===== config.mk =====
export PLATFORM = sky130hd
export DESIGN_NAME = serial_add_sched
export DESIGN_NICKNAME = d
export VERILOG_FILES = /design/src/rtl/serial_add_sched.sv
export SDC_FILE = /design/constraint.sdc
export NUM_CORES = 1
export LEC_CHECK = 0
export CAP_MARGIN = 20
export CORE_UTILIZATION = 43
export CTS_CLUSTER_DIAMETER = 120
export DETAILED_ROUTE_END_ITERATION = 8
export GPL_TIMING_DRIVEN = 0
export MAX_ROUTING_LAYER = met4
export PLACE_DENSITY_LB_ADDON = 0.25
export REMOVE_ABC_BUFFERS = 1
export SLEW_MARGIN = 10
export SYNTH_ARGS = -nofsm -noshare
export SYNTH_HDL_FRONTEND = slang
export SYNTH_SLANG_ARGS = --single-unit

===== constraint.sdc =====
create_clock -name clk -period 1.38 [get_ports clk]
set_input_delay 0.138 -clock clk [delete_from_list [all_inputs] [get_ports clk]]
set_output_delay 0.138 -clock clk [all_outputs]
set_load 0.01 [all_outputs]

===== src/rtl/serial_add_sched.sv =====
// serial_add_sched
//   Two-requester bit-serial adder. A round-robin arbiter in IDLE accepts one
//   request, loads its operands into shift registers, then adds one bit per
//   cycle (LSB first) for WIDTH cycles. The result is presented in a single
//   DONE cycle and held on sum/cout/done_id until the next completion.
//
// Ports
//   clk            clock, rising edge
//   rst_n          asynchronous active-low reset
//   req0/a0/b0     requester 0 level request and operands
//   req1/a1/b1     requester 1 level request and operands
//   gnt0/gnt1      one-cycle acceptance pulse (operands sampled on this edge)
//   busy           high while an add is in RUN or DONE
//   sum/cout       registered result and carry of the last completed add
//   done           one-cycle completion pulse
//   done_id        requester index of the last completed add
module serial_add_sched #(
  parameter int WIDTH = 8
) (
  input  logic             clk,
  input  logic             rst_n,
  input  logic             req0,
  input  logic [WIDTH-1:0] a0,
  input  logic [WIDTH-1:0] b0,
  input  logic             req1,
  input  logic [WIDTH-1:0] a1,
  input  logic [WIDTH-1:0] b1,
  output logic             gnt0,
  output logic             gnt1,
  output logic             busy,
  output logic [WIDTH-1:0] sum,
  output logic             cout,
  output logic             done,
  output logic             done_id
);

  localparam int CW = (WIDTH > 1) ? $clog2(WIDTH) : 1;
  localparam logic [CW-1:0] LAST = CW'(WIDTH - 1);

  typedef enum logic [1:0] {IDLE, RUN, DONE} state_t;

  state_t           state, state_nxt;
  logic [WIDTH-1:0] a_sr, b_sr, res_sr;
  logic             carry;
  logic [CW-1:0]    cnt;
  logic             owner;
  logic             rr_ptr;   // port favoured on a tie
  logic [1:0]       add_p0;   // {carry out, sum bit} of the current bit

  // Two cascaded half-add stages: {c1 | (s1 & c), s1 ^ c}.
  function automatic logic [1:0] bit_add(input logic a, input logic b, input logic c);
    logic s1, c1;
    s1 = a ^ b;
    c1 = a & b;
    return {c1 | (s1 & c), s1 ^ c};
  endfunction

  assign add_p0 = bit_add(a_sr[0], b_sr[0], carry);
  assign busy   = (state != IDLE);
  assign done   = (state == DONE);

  always_ff @(posedge clk or negedge rst_n) begin
    if (!rst_n) state <= IDLE;
    else        state <= state_nxt;
  end

  // Grants are combinational in IDLE; gated by rst_n so they drop the moment
  // reset asserts even while a request is held.
  always_comb begin
    state_nxt = state;
    gnt0      = 1'b0;
    gnt1      = 1'b0;
    case (state)
      IDLE: begin
        if (rst_n && (req0 || req1)) begin
          if (req0 && (!req1 || !rr_ptr)) gnt0 = 1'b1;
          else                             gnt1 = 1'b1;
          state_nxt = RUN;
        end
      end
      RUN:     if (cnt == LAST) state_nxt = DONE;
      DONE:    state_nxt = IDLE;
      default: state_nxt = IDLE;
    endcase
  end

  always_ff @(posedge clk or negedge rst_n) begin
    if (!rst_n) begin
      a_sr    <= '0;
      b_sr    <= '0;
      res_sr  <= '0;
      carry   <= 1'b0;
      cnt     <= '0;
      owner   <= 1'b0;
      rr_ptr  <= 1'b0;
      sum     <= '0;
      cout    <= 1'b0;
      done_id <= 1'b0;
    end else if (gnt0 || gnt1) begin
      a_sr   <= gnt1 ? a1 : a0;
      b_sr   <= gnt1 ? b1 : b0;
      res_sr <= '0;
      carry  <= 1'b0;
      cnt    <= '0;
      owner  <= gnt1;
      rr_ptr <= gnt0;   // next tie goes to the other port
    end else if (state == RUN) begin
      a_sr   <= a_sr >> 1;
      b_sr   <= b_sr >> 1;
      res_sr <= {add_p0[0], res_sr[WIDTH-1:1]};
      carry  <= add_p0[1];
      cnt    <= cnt + 1'b1;
      // Last bit: the final sum bit enters at the MSB as the word is loaded.
      if (cnt == LAST) begin
        sum     <= {add_p0[0], res_sr[WIDTH-1:1]};
        cout    <= add_p0[1];
        done_id <= owner;
      end
    end
  end

endmodule


# Word-level counts from Yosys, hierarchy flattened
# Cells that the tools add are included.
[classes]
n_addsub = 1
reduce_logical = 12
n_eq_ne = 5
n_mux = 21
n_bitwise = 6
[op_table]
columns = ["cell", "n"]
rows = [
  ["8-bit two-way mux", 8],
  ["1-bit two-way mux", 8],
  ["3-bit two-way mux", 2],
  ["2-bit two-way mux", 2],
  ["2-bit != test (second input constant)", 2],
  ["2-bit one-hot mux with 2 select lines", 1],
  ["2-bit nonzero test", 2],
  ["3-bit by 1-bit adder with 3-bit output (second input constant)", 1],
  ["3-bit equality test (second input constant)", 1],
  ["1-bit logical OR", 3],
  ["3-bit AND reduction", 1],
  ["1-bit AND", 2],
  ["2-bit by 1-bit equality test with 1-bit output (second input constant)", 1],
  ["2-bit equality test (second input constant)", 1],
  ["1-bit logical AND", 2],
  ["1-bit logical NOT", 2],
  ["2-bit logical NOT", 1],
  ["2-bit AND reduction", 1],
  ["1-bit XOR", 2],
  ["1-bit inverter", 1],
  ["1-bit bitwise OR", 1],
]
[totals]
register_bits = 42
in_bits = 36

# Depth between registers and ports, before layout
[depth]
ltp_word = 9
mapped_depth = 6
ltp_nobuf = 4

# Worst setup path before layout
# OpenSTA, ideal clock, no wires.
[synth_timing]
path_type = "flip-flop to flip-flop"
from = "reg rr_ptr"
to = "reg a_sr[7]"
path_stages_with_launch = 7
arrival_time_ns = 1.388
synth_period_minus_slack_ns = 1.515
setup_ns = 0.127
path_slack_ns = -0.135
cell_sequence = "dfrtp_1 or2b_1 and3_1 buf_6 buf_12 a222oi_1 inv_1"
[synth_via]
elab_chain_cells = 8
word_cells_on_any_way = 13
classes_between = "mux: 8; reduce/logical: 5"
[synth_rtl]
columns = ["item", "line", "text"]
rows = [
  ["from (decl)", "47", "logic rr_ptr;"],
  ["from (signal assigned)", "106", "rr_ptr <= gnt0;"],
  ["1-bit logical NOT (*)", "76", "if (req0 && (!req1 || !rr_ptr)) gnt0 = 1'b1;"],
  ["1-bit logical OR (*)", "76", ""],
  ["1-bit logical AND (*)", "76", ""],
  ["1-bit two-way mux (*)", "76", ""],
  ["1-bit two-way mux (*)", "75", "if (rst_n && (req0 || req1)) begin"],
  ["1-bit two-way mux (*)", "73", "case (state)"],
  ["net gnt1", "29", "output logic gnt1,"],
  ["8-bit two-way mux / 1-bit logical OR (equally long branches)", "100, 99", ""],
  ["8-bit two-way mux / 2-bit nonzero test (equally long branches)", "-", ""],
  ["to (signal assigned)", "100", "a_sr <= gnt1 ? a1 : a0;"],
  ["to (signal assigned)", "108", "a_sr <= a_sr >> 1;"],
  ["to (decl)", "43", "logic [WIDTH-1:0] a_sr, b_sr, res_sr;"],
]
# Mark *: on every way through the listed nets, which the timed path passes. The rest lies on a longest branch.
# A chain may end at the register's enable or synchronous reset.

# Final worst setup path
[layout_timing]
from = "reg state[1]"
to = "out gnt0"
[layout_via]
elab_chain_cells = 2
[layout_rtl]
columns = ["item", "line", "text"]
rows = [
  ["from (decl)", "42", "state_t state, state_nxt;"],
  ["from (signal assigned)", "64", "else state <= state_nxt;"],
  ["2-bit logical NOT", "73", ""],
  ["1-bit two-way mux", "73", ""],
  ["to (decl)", "28", "output logic gnt0,"],
]
# Every way passes these cells.

==> results <==
-- cell type report --
| type | instances | share of cell area, % |
|---|---|---|
| clock buffer | 5 | 2.44 |
| tap | 52 | 2.30 |
| multi-input combinational | 116 | 33.0 |
| clock inverter | 3 | 0.620 |
| sequential | 41 | 36.5 |
| timing repair buffer | 68 | 24.6 |
| inverter | 4 | 0.531 |
-- registers in the layout, indices dropped and copies added (netlist names) --
| register | cells |
|---|---|
| sum | 8 |
| state | 2 |
| rr_ptr | 1 |
| carry | 1 |
| res_sr | 7 |
| owner | 1 |
| done_id | 1 |
| b_sr | 8 |
| cout | 1 |
| a_sr | 8 |
| cnt | 3 |
-- cells by family after synthesis --
kind of cell / count (synthesis)
AOI/OAI and AO/OA: 47
buffers and inverters: 16
muxes: 11
and+or+nand+nor: 54
DFF: 41
adders and majority gates: 3
-- per-layer routing --
layer	vias to the layer above	part of all wire (%)	global-route usage (%)
li1	745	-	-
met4	0	1.2	7.03
met3	8	4.6	4.97
met5	-	0	-
met1	792	45	28.3
met2	52	50	34.8
-- cell usage after synthesis, types with 2 or more instances --
library cell | number | area [um^2]
ha_1 | 2 | 25.0
clkbuf_1 | 4 | 15.0
a222oi_1 | 2 | 20.0
nor2_1 | 16 | 60.1
nand2b_1 | 9 | 56.3
a221oi_2 | 5 | 75.1
dfrtp_1 | 41 | 1030
a21oi_1 | 18 | 90.1
a22o_1 | 10 | 87.6
and3_1 | 2 | 12.5
buf_4 | 2 | 15.0
or2b_1 | 8 | 60.1
mux2_2 | 11 | 124
a221oi_1 | 9 | 78.8
buf_2 | 3 | 15.0
inv_1 | 3 | 11.3
nand2_1 | 16 | 60.1
-- placed cells by master, fill, tap and decap left out, types with 2 or more instances in the layout --
master           instances
a21oi_1                 17
a221oi_1                 3
a221oi_2                11
a222oi_1                 2
a22o_1                  10
and3_4                   2
buf_4                   12
buf_6                    6
clkbuf_8                 5
clkdlybuf4s50_1         44
clkinv_2                 2
dfrtp_1                 39
dlygate4sd3_1            2
inv_1                    3
mux2_2                  11
nand2_1                 15
nand2b_1                 8
nor2_1                  15
or2b_1                   8
-- power by group --
part           switching, uW  internal [uW]
registers                342           1760
logic                   1200           1520
clock network            430            349
total                   1970           3630
-- worst paths after layout --
| kind | start | endpoint | slack, ps | cells past startpoint |
|---|---|---|---|---|
| setup / recovery | state[1] | gnt0 | -240 | 4 |
| hold / removal | a0[1] | a_sr[1] | 380 | 3 |
| setup reg to reg | rr_ptr | b_sr[7] | -200 | 5 |
| hold reg to reg | b_sr[7] | b_sr[7] | 510 | 2 |
| max in group asynchronous | rst_n | res_sr[5] | 300 | 2 |
| min in group asynchronous | rst_n | b_sr[2] | 410 | 3 |
-- stage by stage --
step	area, um^2	power [uW]	TNS, ps	setup WS (ps)	cells
2_1_floorplan	1850	3460	-12760	-499	160
3_3_place_gp	2410	4170	-110720	-2510	261
3_5_place_dp	2430	4270	-34130	-1210	262
4_1_cts	2740	5430	-3550	-220	286
5_1_grt	2830	5960	-4890	-290	289
6_report	2830	5600	-3150	-241	289
-- worst max-delay path, delay by kind of cell (launching register included) --
| kind | cells | cell delay, ps |
|---|---|---|
| buf+inv | 2 | 250 |
| flops | 1 | 510 |
| simple gates | 2 | 420 |
-- repair_timing --
action	4_1_cts	5_1_grt
gates resized for setup	45	9
buffers inserted	13	2
setup endpoints to repair	45	36
hold buffers	2	0
hold endpoints to repair	20	0
pin swaps	7	6
cloned	1	1
==> impl_metrics.py <==
metrics = {
    "detailed_routing": {
        "ant_nets": 0,
        "drt_iter0_markers": 124,
        "wire_per_inst_um": 17.1,
        "drt_wl_total_um": 4950,
        "first_pass_iters": 5,
        "via_per_inst": 5.53,
        "vias": 1597,
        "drc_errors": 0,
    },
    "logic_synthesis": {
        "synthAdderAreaFrac_pct": 2.33,
        "synth_area_um2": 1930,
        "synth-simple-area-share_pct": 14.2,
        "synth_compound_area_share_pct": 19.1,
        "synth_seq_cells": 41,
        "async_flop_share_pct": 100,
        "yosysUniqueCellTypes": 28,
        "ys_warn_count": 0,
        "synth_cells": 172,
        "synth_top_family_by_area": "compound AO/OA/AOI/OAI gates",
        "synthMuxAreaShare_pct": 6.40,
        "syn_area_per_cell_um2": 11.2,
        "synth-edff-count": 0,
        "synth-xor-area-share_pct": 0,
        "synth_seq_area_share_pct": 53.0,
        "synth_ff_type": "dfrtp_1",
    },
    "timing": {
        "finalCritPeriodShare_pct": 117,
        "skew_ps": 1.86,
        "finalWorstSetupSlack_ps": -241,
        "rsz0062_at_grt": "true",
        "hold_viol": 0,
        "holdWs_ps": 379,
        "max_freq_ghz": 0.617,
        "worst_pin_slew_ps": 903,
        "setup_viol": 20,
        "min_period_ps": 1620,
        "drv_slew": 0,
        "relSlewSlack_pct": 39.6,
    },
    "critical_path": {
        "end_kind": "output port",
        "crit_fanout": 3,
        "critPathKind": "reg2out",
        "critPathLaunchType": "flip-flop",
        "crit_path_max_incr_delay_ps": 510,
        "cp.arrival_ps": 1480,
        "crit_chain": "nor3b_4 > buf_4 > and3_4 > buf_6",
        "cp.required_ps": 1240,
        "slowest_stage": "dfrtp_4",
    },
    "grt": {
        "grt_max_degree": 22,
        "antenna_found_initial": 0,
        "grt-ovfl-total": 0,
        "grt_util_all_layers_pct": 22.1,
        "grt_pass1_vias": 1635,
        "grt_pass1_wl_um": 8110,
    },
    "placed_design": {
        "io_buffers": 49,
        "gp_congestion": 0.772,
        "hpwl_um": 2800,
    },
    "outcome": {
        "status": "finished with violations",
        "violations": "negative setup slack",
    },
    "floorplan": {
        "pin_count": 50,
        "fp-row-count": 24,
        "core_area_um2": 4320,
        "dieHeight_um": 69.1,
        "die_x_um": 69.1,
        "start_util_pct": 44.7,
        "die_area_um2": 4770,
    },
    "clocking": {
        "tritoncts": "done",
        "clk_pin_slew_ps": 80,
        "clock_sinks": 41,
        "cts_max_level": 2,
        "max-clock-path-buffers": 2,
        "clock_latency_ps": 300,
        "cts.root.buffer_cell": "clkbuf_8",
        "cts_buffers": 5,
    },
    "worst_hold_path": {
        "hold_class": "in2reg",
    },
    "pwr": {
        "vdd_drop_max_mv": 1.25,
        "power_density_nw_per_um2": 1980,
        "p_leak_uw": 0.00122,
    },
    "finish": {
        "fillers": 317,
        "layout.nets": 275,
        "multi_input_area_um2": 932,
        "fin_util_pct": 65.3,
        "areaGrowthSynthToFinish_pct": 46.1,
        "drive_gt1_share_pct": 28.3,
        "antenna_cells": 0,
        "seq_area_um2": 1030,
    },
    "flow_run": {
        "max_cap_violations": 0,
    },
}
Note: power is estimated with default switching activity, not from simulation.
